$ cat src/rtl/uart_dev_responder.sv
// Device-side parallel UART: byte writes from the controller are sent on txd as 8N1,
// bytes received on rxd are buffered for strobe-driven reads over the shared bus.
module uart_dev_responder #(
    parameter int unsigned CLKS_PER_BIT = 16
) (
    input  logic        clk,
    input  logic        rst,
    input  logic [15:0] data_in,
    output logic [15:0] data_out,
    output logic        data_oe,
    input  logic        rdn,
    input  logic        wrn,
    output logic        data_ready,
    output logic        tbre,
    output logic        tsre,
    input  logic        rxd,
    output logic        txd,
    input  logic        clear_err,
    output logic [2:0]  err_flags
);

    localparam int unsigned CNT_W = (CLKS_PER_BIT > 1) ? $clog2(CLKS_PER_BIT) : 1;
    localparam logic [CNT_W-1:0] BIT_LAST  = CNT_W'(CLKS_PER_BIT - 1);
    localparam logic [CNT_W-1:0] HALF_LAST = CNT_W'(CLKS_PER_BIT / 2 - 1);

    typedef enum logic [1:0] {TX_IDLE, TX_START, TX_DATA, TX_STOP} tx_state_t;
    typedef enum logic [1:0] {RX_IDLE, RX_START, RX_DATA, RX_STOP} rx_state_t;

    tx_state_t        tx_state, tx_state_next;
    rx_state_t        rx_state, rx_state_next;
    logic [CNT_W-1:0] tx_cnt, tx_cnt_next, rx_cnt, rx_cnt_next;
    logic [2:0]       tx_bit, tx_bit_next, rx_bit, rx_bit_next;
    logic [2:0]       rdn_sync, wrn_sync, rxd_sync;
    logic [7:0]       thr, tsr, rbr, rx_shift;
    logic             tx_load, tx_done, txd_next;
    logic             rx_shift_en, rx_ok, rx_ferr;
    logic [2:0]       err_next;
    logic             rd_fall, rd_rise, wr_rise, rx_fall, rxd_s2;
    logic             unused_hi;

    assign unused_hi = ^data_in[15:8];

    // Edge detection on the synchronized strobes and serial input (s2 vs s3)
    assign rd_fall = ~rdn_sync[1] &  rdn_sync[2];
    assign rd_rise =  rdn_sync[1] & ~rdn_sync[2];
    assign wr_rise =  wrn_sync[1] & ~wrn_sync[2];
    assign rx_fall = ~rxd_sync[1] &  rxd_sync[2];
    assign rxd_s2  =  rxd_sync[1];

    // State and bit counters for both serial FSMs
    always_ff @(posedge clk or posedge rst) begin
        if (rst) begin
            tx_state <= TX_IDLE;
            rx_state <= RX_IDLE;
            tx_cnt   <= '0;
            rx_cnt   <= '0;
            tx_bit   <= '0;
            rx_bit   <= '0;
        end else begin
            tx_state <= tx_state_next;
            rx_state <= rx_state_next;
            tx_cnt   <= tx_cnt_next;
            rx_cnt   <= rx_cnt_next;
            tx_bit   <= tx_bit_next;
            rx_bit   <= rx_bit_next;
        end
    end

    // TX next state: load from THR when idle or at the end of a stop bit
    always_comb begin
        tx_state_next = tx_state;
        tx_cnt_next   = tx_cnt;
        tx_bit_next   = tx_bit;
        tx_load       = 1'b0;
        tx_done       = 1'b0;
        case (tx_state)
            TX_IDLE: begin
                if (!tbre) begin
                    tx_state_next = TX_START;
                    tx_cnt_next   = '0;
                    tx_load       = 1'b1;
                end
            end
            TX_START: begin
                if (tx_cnt == BIT_LAST) begin
                    tx_state_next = TX_DATA;
                    tx_cnt_next   = '0;
                    tx_bit_next   = '0;
                end else begin
                    tx_cnt_next = tx_cnt + CNT_W'(1);
                end
            end
            TX_DATA: begin
                if (tx_cnt == BIT_LAST) begin
                    tx_cnt_next = '0;
                    if (tx_bit == 3'd7) tx_state_next = TX_STOP;
                    else                tx_bit_next   = tx_bit + 3'd1;
                end else begin
                    tx_cnt_next = tx_cnt + CNT_W'(1);
                end
            end
            TX_STOP: begin
                if (tx_cnt == BIT_LAST) begin
                    tx_cnt_next = '0;
                    if (!tbre) begin
                        tx_state_next = TX_START;
                        tx_load       = 1'b1;
                    end else begin
                        tx_state_next = TX_IDLE;
                        tx_done       = 1'b1;
                    end
                end else begin
                    tx_cnt_next = tx_cnt + CNT_W'(1);
                end
            end
        endcase
    end

    // TX output: line level for the upcoming state, registered into txd
    always_comb begin
        txd_next = 1'b1;
        case (tx_state_next)
            TX_START: txd_next = 1'b0;
            TX_DATA:  txd_next = tsr[tx_bit_next];
            default:  txd_next = 1'b1;
        endcase
    end

    // RX next state: mid-bit sampling, start-bit glitch rejection, stop check
    always_comb begin
        rx_state_next = rx_state;
        rx_cnt_next   = rx_cnt;
        rx_bit_next   = rx_bit;
        rx_shift_en   = 1'b0;
        rx_ok         = 1'b0;
        rx_ferr       = 1'b0;
        case (rx_state)
            RX_IDLE: begin
                if (rx_fall) begin
                    rx_state_next = RX_START;
                    rx_cnt_next   = '0;
                end
            end
            RX_START: begin
                if (rx_cnt == HALF_LAST) begin
                    rx_cnt_next = '0;
                    rx_bit_next = '0;
                    rx_state_next = rxd_s2 ? RX_IDLE : RX_DATA;
                end else begin
                    rx_cnt_next = rx_cnt + CNT_W'(1);
                end
            end
            RX_DATA: begin
                if (rx_cnt == BIT_LAST) begin
                    rx_cnt_next = '0;
                    rx_shift_en = 1'b1;
                    if (rx_bit == 3'd7) rx_state_next = RX_STOP;
                    else                rx_bit_next   = rx_bit + 3'd1;
                end else begin
                    rx_cnt_next = rx_cnt + CNT_W'(1);
                end
            end
            RX_STOP: begin
                if (rx_cnt == BIT_LAST) begin
                    rx_cnt_next   = '0;
                    rx_state_next = RX_IDLE;
                    rx_ok         = rxd_s2;
                    rx_ferr       = ~rxd_s2;
                end else begin
                    rx_cnt_next = rx_cnt + CNT_W'(1);
                end
            end
        endcase
    end

    // Sticky error flags: a new event outranks clear_err
    always_comb begin
        err_next = clear_err ? 3'b000 : err_flags;
        if (rx_ferr)                           err_next[2] = 1'b1;
        if (rx_ok && data_ready && !rd_rise)   err_next[1] = 1'b1;
        if (wr_rise && !tbre)                  err_next[0] = 1'b1;
    end

    // Synchronizers, holding/shift registers, handshake flags and bus capture
    always_ff @(posedge clk or posedge rst) begin
        if (rst) begin
            rdn_sync   <= 3'b111;
            wrn_sync   <= 3'b111;
            rxd_sync   <= 3'b111;
            thr        <= '0;
            tsr        <= '0;
            rbr        <= '0;
            rx_shift   <= '0;
            tbre       <= 1'b1;
            tsre       <= 1'b1;
            txd        <= 1'b1;
            data_ready <= 1'b0;
            data_oe    <= 1'b0;
            data_out   <= '0;
            err_flags  <= '0;
        end else begin
            rdn_sync <= {rdn_sync[1:0], rdn};
            wrn_sync <= {wrn_sync[1:0], wrn};
            rxd_sync <= {rxd_sync[1:0], rxd};
            if (wr_rise && tbre) thr <= data_in[7:0];
            if (tx_load)         tsr <= thr;
            if (tx_load)                 tbre <= 1'b1;
            else if (wr_rise && tbre)    tbre <= 1'b0;
            if (tx_load)      tsre <= 1'b0;
            else if (tx_done) tsre <= 1'b1;
            txd <= txd_next;
            if (rx_shift_en) rx_shift <= {rxd_s2, rx_shift[7:1]};
            if (rx_ok)       rbr      <= rx_shift;
            if (rx_ok)        data_ready <= 1'b1;
            else if (rd_rise) data_ready <= 1'b0;
            if (rd_fall) begin
                data_out <= {8'h00, rbr};
                data_oe  <= 1'b1;
            end else if (rd_rise) begin
                data_oe  <= 1'b0;
            end
            err_flags <= err_next;
        end
    end

endmodule

$ cat config.mk
export PLATFORM = sky130hd
export DESIGN_NAME = uart_dev_responder
export DESIGN_NICKNAME = d
export VERILOG_FILES = /design/src/rtl/uart_dev_responder.sv
export SDC_FILE = /design/constraint.sdc
export NUM_CORES = 1
export LEC_CHECK = 0
export BUFFER_PORTS_ARGS = -buffer_cell sky130_fd_sc_hd__clkbuf_2
export CORE_UTILIZATION = 51
export DETAILED_ROUTE_END_ITERATION = 12
export PLACE_DENSITY = 0.84
export SYNTH_ARGS = -nofsm -noshare
export SYNTH_HDL_FRONTEND = slang
export SYNTH_SLANG_ARGS = --single-unit
export TNS_END_PERCENT = 30
$ cat constraint.sdc
create_clock -name clk -period 2.11 [get_ports clk]
set_input_delay 0 -clock clk [delete_from_list [all_inputs] [get_ports clk]]
set_output_delay 0 -clock clk [all_outputs]
set_load 0.01 [all_outputs]
; Word level (Yosys, flattened, before mapping)
; Cells that the tools add are included.
[totals]
elab_cells = 130
output_inout_bits = 24
memories = 0
mem_bits_rw = 0
inputBits = 22
ff_bits = 75
romBits = 0
latchBits = 0
[op_classes]
order_cmp = 1
addsub = 4
n_bitwise = 8
n_mux = 55
n_div = 0
n_reduce_logical = 20
mul = 0
n_shift = 0
n_eq_ne = 20
[ops]
columns = cell, count
row1 = 1-bit two-way mux, 23
row2 = 2-bit two-way mux, 11
row3 = 3-bit two-way mux, 7
row4 = 4-bit two-way mux, 5
row5 = 2-bit one-hot mux with 4 select lines, 2
row6 = 2-bit nonzero test, 8
row7 = "2-bit inequality test, second input constant", 7
row8 = 3-bit one-hot mux with 2 select lines, 2
row9 = 4-bit one-hot mux with 3 select lines, 1
row10 = "2-bit == test, second input constant", 5
row11 = "4-bit by 1-bit adder with 4-bit output, second input constant", 2
row12 = "4-bit == test, second input constant", 2
row13 = 4-bit one-hot mux with 2 select lines, 1
row14 = "3-bit by 1-bit adder with 3-bit output, second input constant", 2
row15 = "2-bit by 1-bit == test with 1-bit output, second input constant", 3
row16 = "3-bit == test, second input constant", 2
row17 = 5-bit AND reduction, 1
row18 = 1-bit bitwise AND, 4
row19 = "4-bit by 3-bit == test with 1-bit output, second input constant", 1
row20 = 1-bit logical AND, 4
row21 = 2-bit logical NOT, 2
row22 = "3-bit by 4-bit < comparator with 1-bit output, second input constant", 1
row23 = 1-bit inverter, 4
row24 = 1-bit one-hot mux with 2 select lines, 2
row25 = 5 further kinds, 6

; Longest topological paths before layout
; Gate-level depths: netlist of the first run.
[depth]
depth_word = 7
mapped_depth = 9

; Worst setup path after synthesis of the first run
; No wires, ideal clock.
[synth_path]
path_kind = register -> register
from = reg tx_cnt[0]
to = reg txd
n_path_buf = 1
t_arrival_ns = 1.887
setup_time_ns = 0.088
path_stages_with_launch = 9
period_less_slack_ns = 1.975
slack_ns = 0.135
cell_sequence = dfrtp_1 > ha_1 > and3_1 > buf_6 > mux2_4 > nand2_2 > mux2_1 > o211ai_1 > a31oi_1
[synth_via]
elab_chain_len = 6
word_cells_on_any_way = 13
[synth_lines]
columns = item, line
row1 = "start, declared", 31  ; logic [CNT_W-1:0] tx_cnt, tx_cnt_next, rx_cnt, rx_cnt_next;
row2 = "start signal, assigned", 62  ; tx_cnt <= tx_cnt_next;
row3 = 4-bit == test *, "85, 94"
row4 = 3-bit two-way mux (on tied branches), "94, 85"
row5 = 3-bit one-hot mux with 2 select lines *, 76  ; case (tx_state)
row6 = via tx_bit_next[2], 32  ; logic [2:0] tx_bit, tx_bit_next, rx_bit, rx_bit_next;
row7 = 1-bit binary-select mux with 3-bit select *, 124  ; TX_DATA: txd_next = tsr[tx_bit_next];
row8 = 1-bit two-way mux (not written as such) *, 124
row9 = 1-bit one-hot mux with 2 select lines *, 122  ; case (tx_state_next)
row10 = via txd_next, 35  ; logic tx_load, tx_done, txd_next;
row11 = "end signal, assigned", 211  ; txd <= txd_next;
row12 = "end, declared", 17  ; output logic txd,
; Mark *: on every way through the listed nets, which the timed path passes. The rest lies on a longest branch. The select of a mux whose other input is x is not followed.
; A chain may end at the register's enable or synchronous reset.

; Final worst setup path of the first run
[layout_path]
from = reg tx_cnt[0]
to = reg txd
[layout_via]
word_cells_on_any_way = 13
[layout_rtl]
columns = item, line
row1 = 4-bit == test *, "85, 94, 103"
row2 = 2-bit two-way mux (on tied branches), "103, 85, 94"
row3 = 2-bit one-hot mux with 4 select lines *, 76
row4 = via tx_state_next[1], 29  ; tx_state_t tx_state, tx_state_next;
row5 = 2-bit == test / 2-bit by 1-bit == test with 1-bit output (equally long branches), 122
row6 = 1-bit one-hot mux with 2 select lines *, 122
row7 = via txd_next, 35
; Marks and branches as above.

==> reports/metrics.csv, run 1 <==
metric,value,unit
status,"complete, no violations",
setup_viol_count_final,0,
grt_pass1_vias,2281,
grt_usage,0.198,
drtIter0Drc,165,
rows,29,
rsz0062_at_grt,yes,
max_freq,480,MHz
syn-cell-area,3370,µm²
die-area,6930,µm²
start_kind,register,
routabilityCongestion,0.818,
critPathRequiredTime,2.37,ns
design.core.area,6350,µm²
min_path_type,in2async,
path_cells,ha_2 -> buf_6 -> nand3_4 -> a2111oi_0 -> nor2b_1 -> nor2b_1 -> a31oi_1,
timing.final.ws_setup,0.0268,ns
ys_ff_latch,75,
clkTransAtPathRegs,0.08,ns
start_util,0.530,
slew_headroom,0.481,
cts_buffer_depth,2,
finalNetCount,379,
syn_avg_cell_area,11.7,µm²
routed_wl,6470,µm
die_x,83.3,µm
hold_violations,0,
fillers,442,
p_leak,1.97,nW
fin_skew,0.00897,ns
netlist_instances,288,
port_buffers,29,
htree_levels,3,
synthFlopType,dfrtp_1,
grt-ovfl-total,0,
pin_count,46,
hold_slack,0.258,ns
dp_hpwl,4100,µm
ys_types,51,
max_cap_viol_count,0,
drc,0,
dpl-instance-area,3610,µm²
die_y,83.3,µm
async_flop_share,1.00,
cpMostUsedCell,nor2b_1,
viasPerCell,5.57,
numCtsBuffers,9,
worst-slew-pin-transition,0.759,ns
design_area,4050,µm²
cts_root_buf,clkbuf_8,
drive_above_1_share,0.340,
fin_crit_sh,0.987,
insertion_delay,0.34,ns
drv_slew,0,
cp.arrival,2.35,ns
pre_cts_slack,-0.0972,ns
wl_per_cell,15.2,µm
yosys_warnings,0,
grt_start_max_net_pins,76,
tns,0,ns
antenna_found_initial,0,
criticalPathCategory,reg2reg,
synth-seq-area-share,0.562,
cp-end-kind,register,
syn2layout_area_growth,20.2,%
cp_slowest_cell,a2111oi_0,
path_max_fanout,6,
vias,2378,
drtPass1Iterations,4,
synth_edf_count,0,
cts_tree,yes,
cellPowerDensity,838,nW/µm²
antenna_left,0,
fin_total_pwr,3.39,mW
ir_drop,833,µV
cpPeakStageDelay,0.74,ns
cts.sinks,75,
n_antenna_cell,0,
grt_pass1_wl,10700,µm
fin_crit,2.08,ns
cell usage after synthesis, drive strengths merged, types with 2 or more instances:
master  count  share of area
a211oi      2         0.0082
nand2b      4         0.0074
mux2       36           0.12
nand2      45          0.051
a22o        3         0.0078
nand3b      3         0.0067
nand3       8          0.016
ha         12          0.045
a21oi       5         0.0074
clkbuf      5         0.0056
inv        15          0.017
nor2        8          0.010
dfstp      12          0.094
o22ai       2         0.0037
buf        13          0.027
o21ai      12          0.018
a31oi       6          0.011
xnor2       2         0.0052
and2        2         0.0037
o211ai      4         0.0089
nor3        5         0.0074
o32ai       2         0.0052
and3        2         0.0037
nor2b       2         0.0037
dfrtp      63           0.47
cell usage in the layout (no fill, tap or decap), types with 2 or more instances in the layout:
cell type / n
ha_1: 9
a22o_1: 3
nand3b_1: 3
ha_2: 2
nor2_1: 6
nand3_1: 7
o21ai_1: 2
mux2_1: 3
a21oi_1: 5
nor2b_1: 2
o32ai_1: 2
a31oi_1: 6
xnor2_1: 2
clkbuf_8: 11
o22ai_1: 2
dlygate4sd3_1: 13
inv_2: 3
buf_4: 13
dfstp_2: 12
nor3_1: 5
clkbuf_2: 29
dfrtp_1: 63
o21ai_0: 10
and2_1: 2
inv_1: 12
conb_1: 8
bufinv_16: 2
o211ai_1: 4
nor2_2: 2
nand2b_1: 4
mux2_2: 32
nand2_1: 44
through the flow:
step	utilization	std cells
2_1_floorplan	-	295
3_3_place_gp	0.568	392
3_5_place_dp	0.568	392
4_1_cts	0.626	422
5_1_grt	0.638	427
6_report	0.638	427
sequential cells by signal, summed over array words and instances, names as in the netlist, 3 cells and up, named ones only:
| signal | cells |
|---|---|
| data_out | 8 |
| err_flags | 3 |
| rbr | 8 |
| rdn_sync | 3 |
| rx_bit | 3 |
| rx_cnt | 4 |
| rx_shift | 8 |
| rxd_sync | 3 |
| thr | 8 |
| tsr | 8 |
| tx_bit | 3 |
| tx_cnt | 4 |
| wrn_sync | 3 |
cells by family after synthesis:
| group | Yosys count | share of synthesized area |
|---|---|---|
| buf+inv | 33 | 0.0490 |
| mux | 37 | 0.124 |
| compound gates | 44 | 0.0910 |
| flops | 75 | 0.562 |
| fa+ha+maj | 12 | 0.0446 |
| xor+xnor | 2 | 0.00520 |
| other cells | 1 | 0.00111 |
| simple gates | 84 | 0.123 |
critical path: cells and delay by family (launching register included):
kind	cells	cell delay [ns]
fa+ha+maj	1	0.22
buf+inv	1	0.11
flops	1	0.42
simple gates	3	0.44
compound gates	2	0.81
power by group:
part	internal, mW	switching, mW
sequential	1.57	0.157
combinational	0.224	0.214
clock	0.729	0.498
total	2.52	0.868
repair_timing:
item	in CTS	in global routing
hold buffers	13	0
resized for setup	0	10
endpoints found under the hold margin	77	0
pin swaps	1	7
setup buffers	1	5
setup endpoints to repair	1	1
metal layers:
metal / up-vias / GRT usage / wire [µm]
met5: - / 0 / 0
met4: 0 / 0.102 / 193
met1: 1179 / 0.249 / 2730
met3: 20 / 0.0457 / 311
met2: 82 / 0.321 / 3230
li1: 1097 / - / -
cell type report:
cell class / count / area (µm²) / area share
Multi-Input combinational cell: 187 / 1370 / 0.339
Inverter: 15 / 56.3 / 0.0139
Tap cell: 77 / 96.3 / 0.0238
Timing Repair Buffer: 57 / 404 / 0.0998
Sequential cell: 75 / 1890 / 0.467
Clock buffer: 12 / 155 / 0.0383
Clock inverter: 4 / 72.6 / 0.0179
path summary, 6_finish.rpt:
kind	startpoint	slack [ns]	depth (start not counted)	endpoint
worst min register to register	wrn_sync[0]$_DFF_PP1_	0.36	0	wrn_sync[1]$_DFF_PP1_
worst min-delay path	rst	0.26	4	data_out[2]$_DFFE_PP0P_
worst max-delay path	tx_cnt[0]$_DFFE_PP0P_	0.03	7	txd$_DFF_PP1_
worst max register to register	tx_cnt[0]$_DFFE_PP0P_	0.03	7	txd$_DFF_PP1_
max in group asynchronous	rst	1.50	4	rdn_sync[1]$_DFF_PP1_
min in group clk	rdn	0.29	2	rdn_sync[0]$_DFF_PP1_
Power figures use the tool's default switching activity.
==> run 2, diff against run 1 <==
--- a/config.mk
+++ b/config.mk
@@ -5,6 +5,7 @@
 export SDC_FILE = /design/constraint.sdc
 export NUM_CORES = 1
 export LEC_CHECK = 0
+export ABC_AREA = 1
 export BUFFER_PORTS_ARGS = -buffer_cell sky130_fd_sc_hd__clkbuf_2
 export CORE_UTILIZATION = 51
 export DETAILED_ROUTE_END_ITERATION = 12
==> run 2 against run 1 <==
  * Core utilization fell by 2.3 points
  * Maximum frequency rose by 8.9%
  * Count of clock-buffer cells in the layout fell by 3
  * Setup slack improved by 0.17 ns
  * Critical endpoint unchanged
  * Hold slack got worse by 0.0034 ns
  * Register-to-register slack improved by 0.17 ns
  * Sequential share of layout area rose by 1.4 points
  * Synthesized area rose by 0.45%
  * Die area rose by 0.44%
  * Clock power fell by 3%
  * Clock skew barely moved
  * Cell count rose by 18%
==> reports/metrics.csv, run 2 <==
metric,value,unit,change
yosys_warnings,0,,unchanged
final_cell_mix,"nand2_1 (105), dfrtp_1 (63), inv_1 (48)",,
use_met3,0.0584,,+0.0126
max_freq,523,MHz,+8.9%
synthTopCellsByArea,"dfrtp_1 (47%), nand2_1 (12%), dfstp_2 (9.3%)",,
synth_top_cell_area_share,0.466,,-0.00208
cts_buffer_depth,2,,unchanged
globalRouteMet1Util,0.240,,-0.00955
cpPeakStageDelay,0.40,ns,-0.34 ns
pin_count,46,,unchanged
ys_ff_latch,75,,unchanged
design.core.area,6390,µm²,+0.57%
cts_tree,yes,,
min_path_type,in2async,,
tns,0,ns,unchanged
grt_usage,0.213,,+0.0144
antenna_found_initial,1,,+1
slew_headroom,0.606,,+0.124
routed_wl,6970,µm,+7.8%
yosysTopAreaCell,dfrtp_1,,
fin_skew,0.00868,ns,-0.000293 ns
busiest_layer,met2,,
cp.arrival,2.20,ns,-0.15 ns
fin_crit,1.91,ns,-0.171 ns
max_cap_viol_count,0,,unchanged
viasPerCell,5.30,,-4.8%
port_buffers,29,,unchanged
synth-seq-area-share,0.559,,-0.00249
dp_hpwl,4410,µm,+7.5%
cts_root_buf,clkbuf_8,,
path_cells,inv_1 -> ha_1 -> nand2_1 -> nand2_1 -> nand2_1 -> nand2_1 -> nand3_1 -> nand2_1 -> nand2_1 -> nand2_1 -> nand2_1 -> nand2_1,,
netlist_instances,372,,+29%
synth_edf_count,0,,unchanged
start_util,0.530,,-0.000663
vias,2673,,+12%
cellPowerDensity,835,nW/µm²,-0.30%
path_max_fanout,6,,unchanged
numCtsBuffers,9,,unchanged
fin_total_pwr,3.28,mW,-3.3%
synthAdderAreaFrac,0.0444,,-0.000198
antenna_left,0,,unchanged
crit_start,tx_state[1]$_DFF_PP0_,,
drive_above_1_share,0.181,,-0.159
grt-ovfl-total,0,,unchanged
drc,0,,unchanged
finalNetCount,456,,+20%
synthMuxAreaShare,0,,-0.124
synth_xor_area_frac,0.00518,,-0.0000231
synth_top_family_by_area,simple AND/OR/NAND/NOR gates,,
grt_pass1_wl,11700,µm,+9.2%
yosys-top-cells-count,"nand2_1 (105), dfrtp_1 (63), inv_1 (49)",,
grt_pass1_vias,2623,,+15%
cts.sinks,75,,unchanged
ys_types,37,,-27%
wl_per_cell,13.8,µm,-8.7%
hold_violations,0,,unchanged
drtIter0Drc,112,,-32%
synth_simple_gate_area_frac,0.191,,+0.0682
htree_levels,3,,unchanged
insertion_delay,0.35,ns,about the same
fin_crit_sh,0.906,,-0.0810
synth_compound_area_frac,0.109,,+0.0185
layout_commonest_cell,nand2_1,,
met2_usage,0.379,,+0.0581
async_flop_share,1.00,,unchanged
status,"complete, no violations",,
ir_drop,596,µV,-28%
start_kind,register,,
drtPass1Iterations,5,,+1
critPathRequiredTime,2.40,ns,+0.03 ns
die-area,6960,µm²,+0.44%
criticalPathCategory,reg2reg,,
syn_avg_cell_area,9.09,µm²,-22%
cpMostUsedCell,nand2_1,,
rsz0062_at_grt,no,,
postCtsSetupBuffers,0,,-1
grt_start_max_net_pins,49,,-36%
cp-end-kind,register,,
p_leak,2.05,nW,+4.2%
worst-slew-pin-transition,0.591,ns,-0.168 ns
die_y,83.5,µm,+0.22%
routabilityCongestion,0.828,,+1.2%
synthMostInstantiatedCell,nand2_1,,
die_x,83.5,µm,+0.22%
rows,29,,unchanged
drv_slew,0,,unchanged
cp_slowest_cell,dfrtp_1,,
syn-cell-area,3380,µm²,+0.45%
clkTransAtPathRegs,0.07,ns,about the same
synthFlopType,dfrtp_1,,
setup_viol_count_final,0,,unchanged
syn2layout_area_growth,16.1,%,
worstReg2RegStart,tx_state[1]$_DFF_PP0_,,
-- run 2: metrics by stage --
step                hold slack (ns)  setup WS, ns  cell area, µm²  instances   util
global placement             0.0777         0.383            3580        475  0.561
finish                        0.254         0.198            3930        504  0.615
CTS                           0.259         0.237            3930        503  0.615
floorplan                   0.00448         0.220            3410        379      -
detailed placement           0.0862         0.300            3580        475  0.561
global route                  0.278       0.00393            3930        504  0.615
-- run 2: metal layers --
metal | wire length (µm) | share of wire
met2 | 3690 | 0.53
met3 | 311 | 0.045
met4 | 183 | 0.026
met1 | 2790 | 0.40
met5 | 0 | 0
-- run 2: logic make-up (layout without fill, tap and decap cells) --
group / Yosys count / count (layout)
flops: 75 / 75
buf+inv: 66 / 113
fa+ha+maj: 12 / 12
simple gates: 156 / 156
compound gates: 60 / 60
other cells: 1 / 9
xor+xnor: 2 / 2
-- run 2: where the power goes --
group	total (mW)	internal (mW)	switching [mW]
Clock	1.19	0.663	0.527
Sequential	1.66	1.56	0.0971
Combinational	0.429	0.157	0.272
-- run 2: area by class of cell --
class	instances	area, µm²
well taps	77	96.3
flip-flops and latches	75	1890
fillers	529	2460
diodes	1	2.50
repair buffers	45	310
clock inverters	6	90.1
inverters	53	199
multi-input cells	238	1210
clock buffers	9	124
-- run 2: path summary, 6_finish.rpt --
| check | endpoint | slack [ns] | cells after the start |
|---|---|---|---|
| max reg2reg | txd$_DFF_PP1_ | 0.20 | 12 |
| max | txd$_DFF_PP1_ | 0.20 | 12 |
| max in group asynchronous | tbre$_DFFE_PP1P_ | 1.15 | 4 |
| min reg2reg | rdn_sync[1]$_DFF_PP1_ | 0.36 | 0 |
| min in group clk | wrn_sync[0]$_DFF_PP1_ | 0.28 | 2 |
| min | tx_cnt[1]$_DFFE_PP0P_ | 0.25 | 3 |
-- run 2: what timing repair did --
item,in CTS,in global routing
hold endpoints to repair,33,0
hold buffers,13,0
resized for setup,0,0
-- run 2: worst max-delay path, delay by kind of cell, from the launching register on --
kind	cells	cell delay, ns
fa+ha+maj	1	0.38
buf+inv	1	0.11
simple gates	10	0.97
flops	1	0.40
==> run 3, diff against run 2 <==
--- a/config.mk
+++ b/config.mk
@@ -7,6 +7,7 @@
 export LEC_CHECK = 0
 export ABC_AREA = 1
 export BUFFER_PORTS_ARGS = -buffer_cell sky130_fd_sc_hd__clkbuf_2
+export CORE_MARGIN = 4
 export CORE_UTILIZATION = 51
 export DETAILED_ROUTE_END_ITERATION = 12
 export PLACE_DENSITY = 0.84
==> run 3 against run 2 <==
  * Sequential power is essentially flat
  * First-iteration DRC count grew 59%
  * Core utilization shrank 0.53 points
  * Clock skew is essentially flat
  * Clock power shrank 13%
  * Critical path type unchanged
  * Largest cell class unchanged
  * Highest routed layer unchanged
==> reports/metrics.csv, run 3 (synthesis results as in run 2) <==
metric,value,unit,change
fin_crit,1.85,ns,-0.0580 ns
path_max_fanout,6,,unchanged
tns,0,ns,unchanged
grt-ovfl-total,0,,unchanged
min_path_type,in2async,,
fin_skew,0.00858,ns,-0.000101 ns
drtPass1Iterations,4,,-1
cts.sinks,75,,unchanged
cts_tree,yes,,
cts_resized,0,,unchanged
post-route-util,0.610,,-0.00529
drtIter0Drc,178,,+59%
start_util,0.530,,unchanged
max_cap_viol_count,0,,unchanged
n_antenna_cell,0,,-1
ir_drop,553,µV,-7.3%
vias,2549,,-4.6%
rows,29,,unchanged
final_cell_mix,"nand2_1 (105), dfrtp_1 (63), inv_1 (48)",,
clkTransAtPathRegs,0.09,ns,+0.02 ns
setup_viol_count_final,0,,unchanged
design_area,3890,µm²,-0.86%
viasPerCell,5.06,,-4.6%
antenna_left,0,,unchanged
dp_hpwl,4460,µm,+1.2%
dpl-instance-area,3580,µm²,unchanged
insertion_delay,0.35,ns,about the same
drc,0,,unchanged
die_x,89.5,µm,+7.2%
routed_wl,6680,µm,-4.2%
status,"complete, no violations",,
numCtsBuffers,9,,unchanged
grt_usage,0.186,,-0.0271
grt_pass1_wl,11300,µm,-3.0%
drive_above_1_share,0.183,,+0.00192
die_y,89.5,µm,+7.2%
postCtsSetupBuffers,0,,unchanged
cellPowerDensity,798,nW/µm²,-4.4%
criticalPathCategory,reg2reg,,
finalNetCount,456,,unchanged
wl_per_cell,13.3,µm,-4.2%
rsz0062_at_grt,no,,
hold_violations,0,,unchanged
drv_slew,0,,unchanged
fin_total_pwr,3.11,mW,-5.2%
grt_pass1_vias,2532,,-3.5%
cts_buffer_depth,2,,unchanged
grt_start_max_net_pins,76,,+55%
critPathRequiredTime,2.40,ns,about the same
cp-end-kind,register,,
pin_count,46,,unchanged
p_leak,2.04,nW,-0.64%
port_buffers,29,,unchanged
start_kind,register,,
fillers,517,,-2.3%
routabilityCongestion,0.882,,+6.5%
cp.arrival,2.15,ns,-0.05 ns
cts_root_buf,clkbuf_8,,
max_freq,539,MHz,+3.1%
fin_crit_sh,0.879,,-0.0275
htree_levels,3,,unchanged
layout_commonest_cell,nand2_1,,
antenna_found_initial,0,,-1
syn2layout_area_growth,15.1,%,
design.core.area,6390,µm²,unchanged
die-area,8000,µm²,+15%
==> run 3: cell types whose count changed in the layout (fill, tap and decap cells not counted), sizes merged <==
| cell | previous run | this run |
|---|---|---|
| diode | 1 | 0 |
| inv | 52 | 55 |
| bufinv | 2 | 0 |
==> run 3: worst paths after layout <==
check,startpoint,slack [ns],cells past startpoint,end
worst max-delay path,tx_state[0]$_DFF_PP0_,0.26,12,txd$_DFF_PP1_
worst min register to register,rxd_sync[0]$_DFF_PP1_,0.36,0,rxd_sync[1]$_DFF_PP1_
worst max register to register,tx_state[0]$_DFF_PP0_,0.26,12,txd$_DFF_PP1_
max in group asynchronous,rst,1.53,4,rdn_sync[0]$_DFF_PP1_
worst min-delay path,rst,0.26,4,rx_cnt[1]$_DFFE_PP0P_
min in group clk,wrn,0.27,2,wrn_sync[0]$_DFF_PP1_
==> run 3: power breakdown <==
group	internal, mW	total [mW]	switching (mW)
combinational	0.158	0.419	0.260
sequential	1.56	1.66	0.0961
clock	0.447	1.03	0.584
total	2.17	3.11	0.940
==> run 3: cell type report <==
class                      count  area (µm²)  area share
sequential                    75        1890       0.486
inverter                      53         199      0.0511
tap                           77        96.3      0.0247
timing repair buffer          45         310      0.0797
multi-input combinational    238        1210       0.312
clock buffer                   9         124      0.0318
clock inverter                 7        58.8      0.0151
==> run 3: metal layers <==
| layer | up-vias | part of all wire | routed length [µm] | GRT usage |
|---|---|---|---|---|
| met3 | 9 | 0.032 | 211 | 0.0544 |
| li1 | 1274 | - | - | - |
| met2 | 35 | 0.53 | 3530 | 0.325 |
| met5 | - | 0 | 0 | 0 |
| met1 | 1231 | 0.43 | 2860 | 0.221 |
| met4 | 0 | 0.012 | 77 | 0.0555 |
==> run 3: worst max-delay path: stages, from the launching register on <==
cell	delay (ns)
dfrtp_1	0.42
inv_1	0.12
ha_1	0.39
nand2_1	0.13
nand2_1	0.16
nand2_1	0.14
nand2_1	0.08
nand3_1	0.06
nand2_1	0.06
nand2_1	0.04
nand2_1	0.08
nand2_1	0.05
nand2_1	0.08
==> run 3: through the flow <==
step | instances | worst slack [ns] | hold slack (ns)
detailed placement | 475 | 0.316 | 0.0889
global placement | 475 | 0.383 | 0.0882
floorplan | 379 | 0.220 | 0.00448
CTS | 504 | 0.284 | 0.262
finish | 504 | 0.256 | 0.257
global route | 504 | 0.0712 | 0.263
==> run 3: what timing repair did <==
item / in CTS / in global routing
setup endpoints to repair: 0 / 0
hold buffers: 13 / 0
endpoints found under the hold margin: 77 / 0
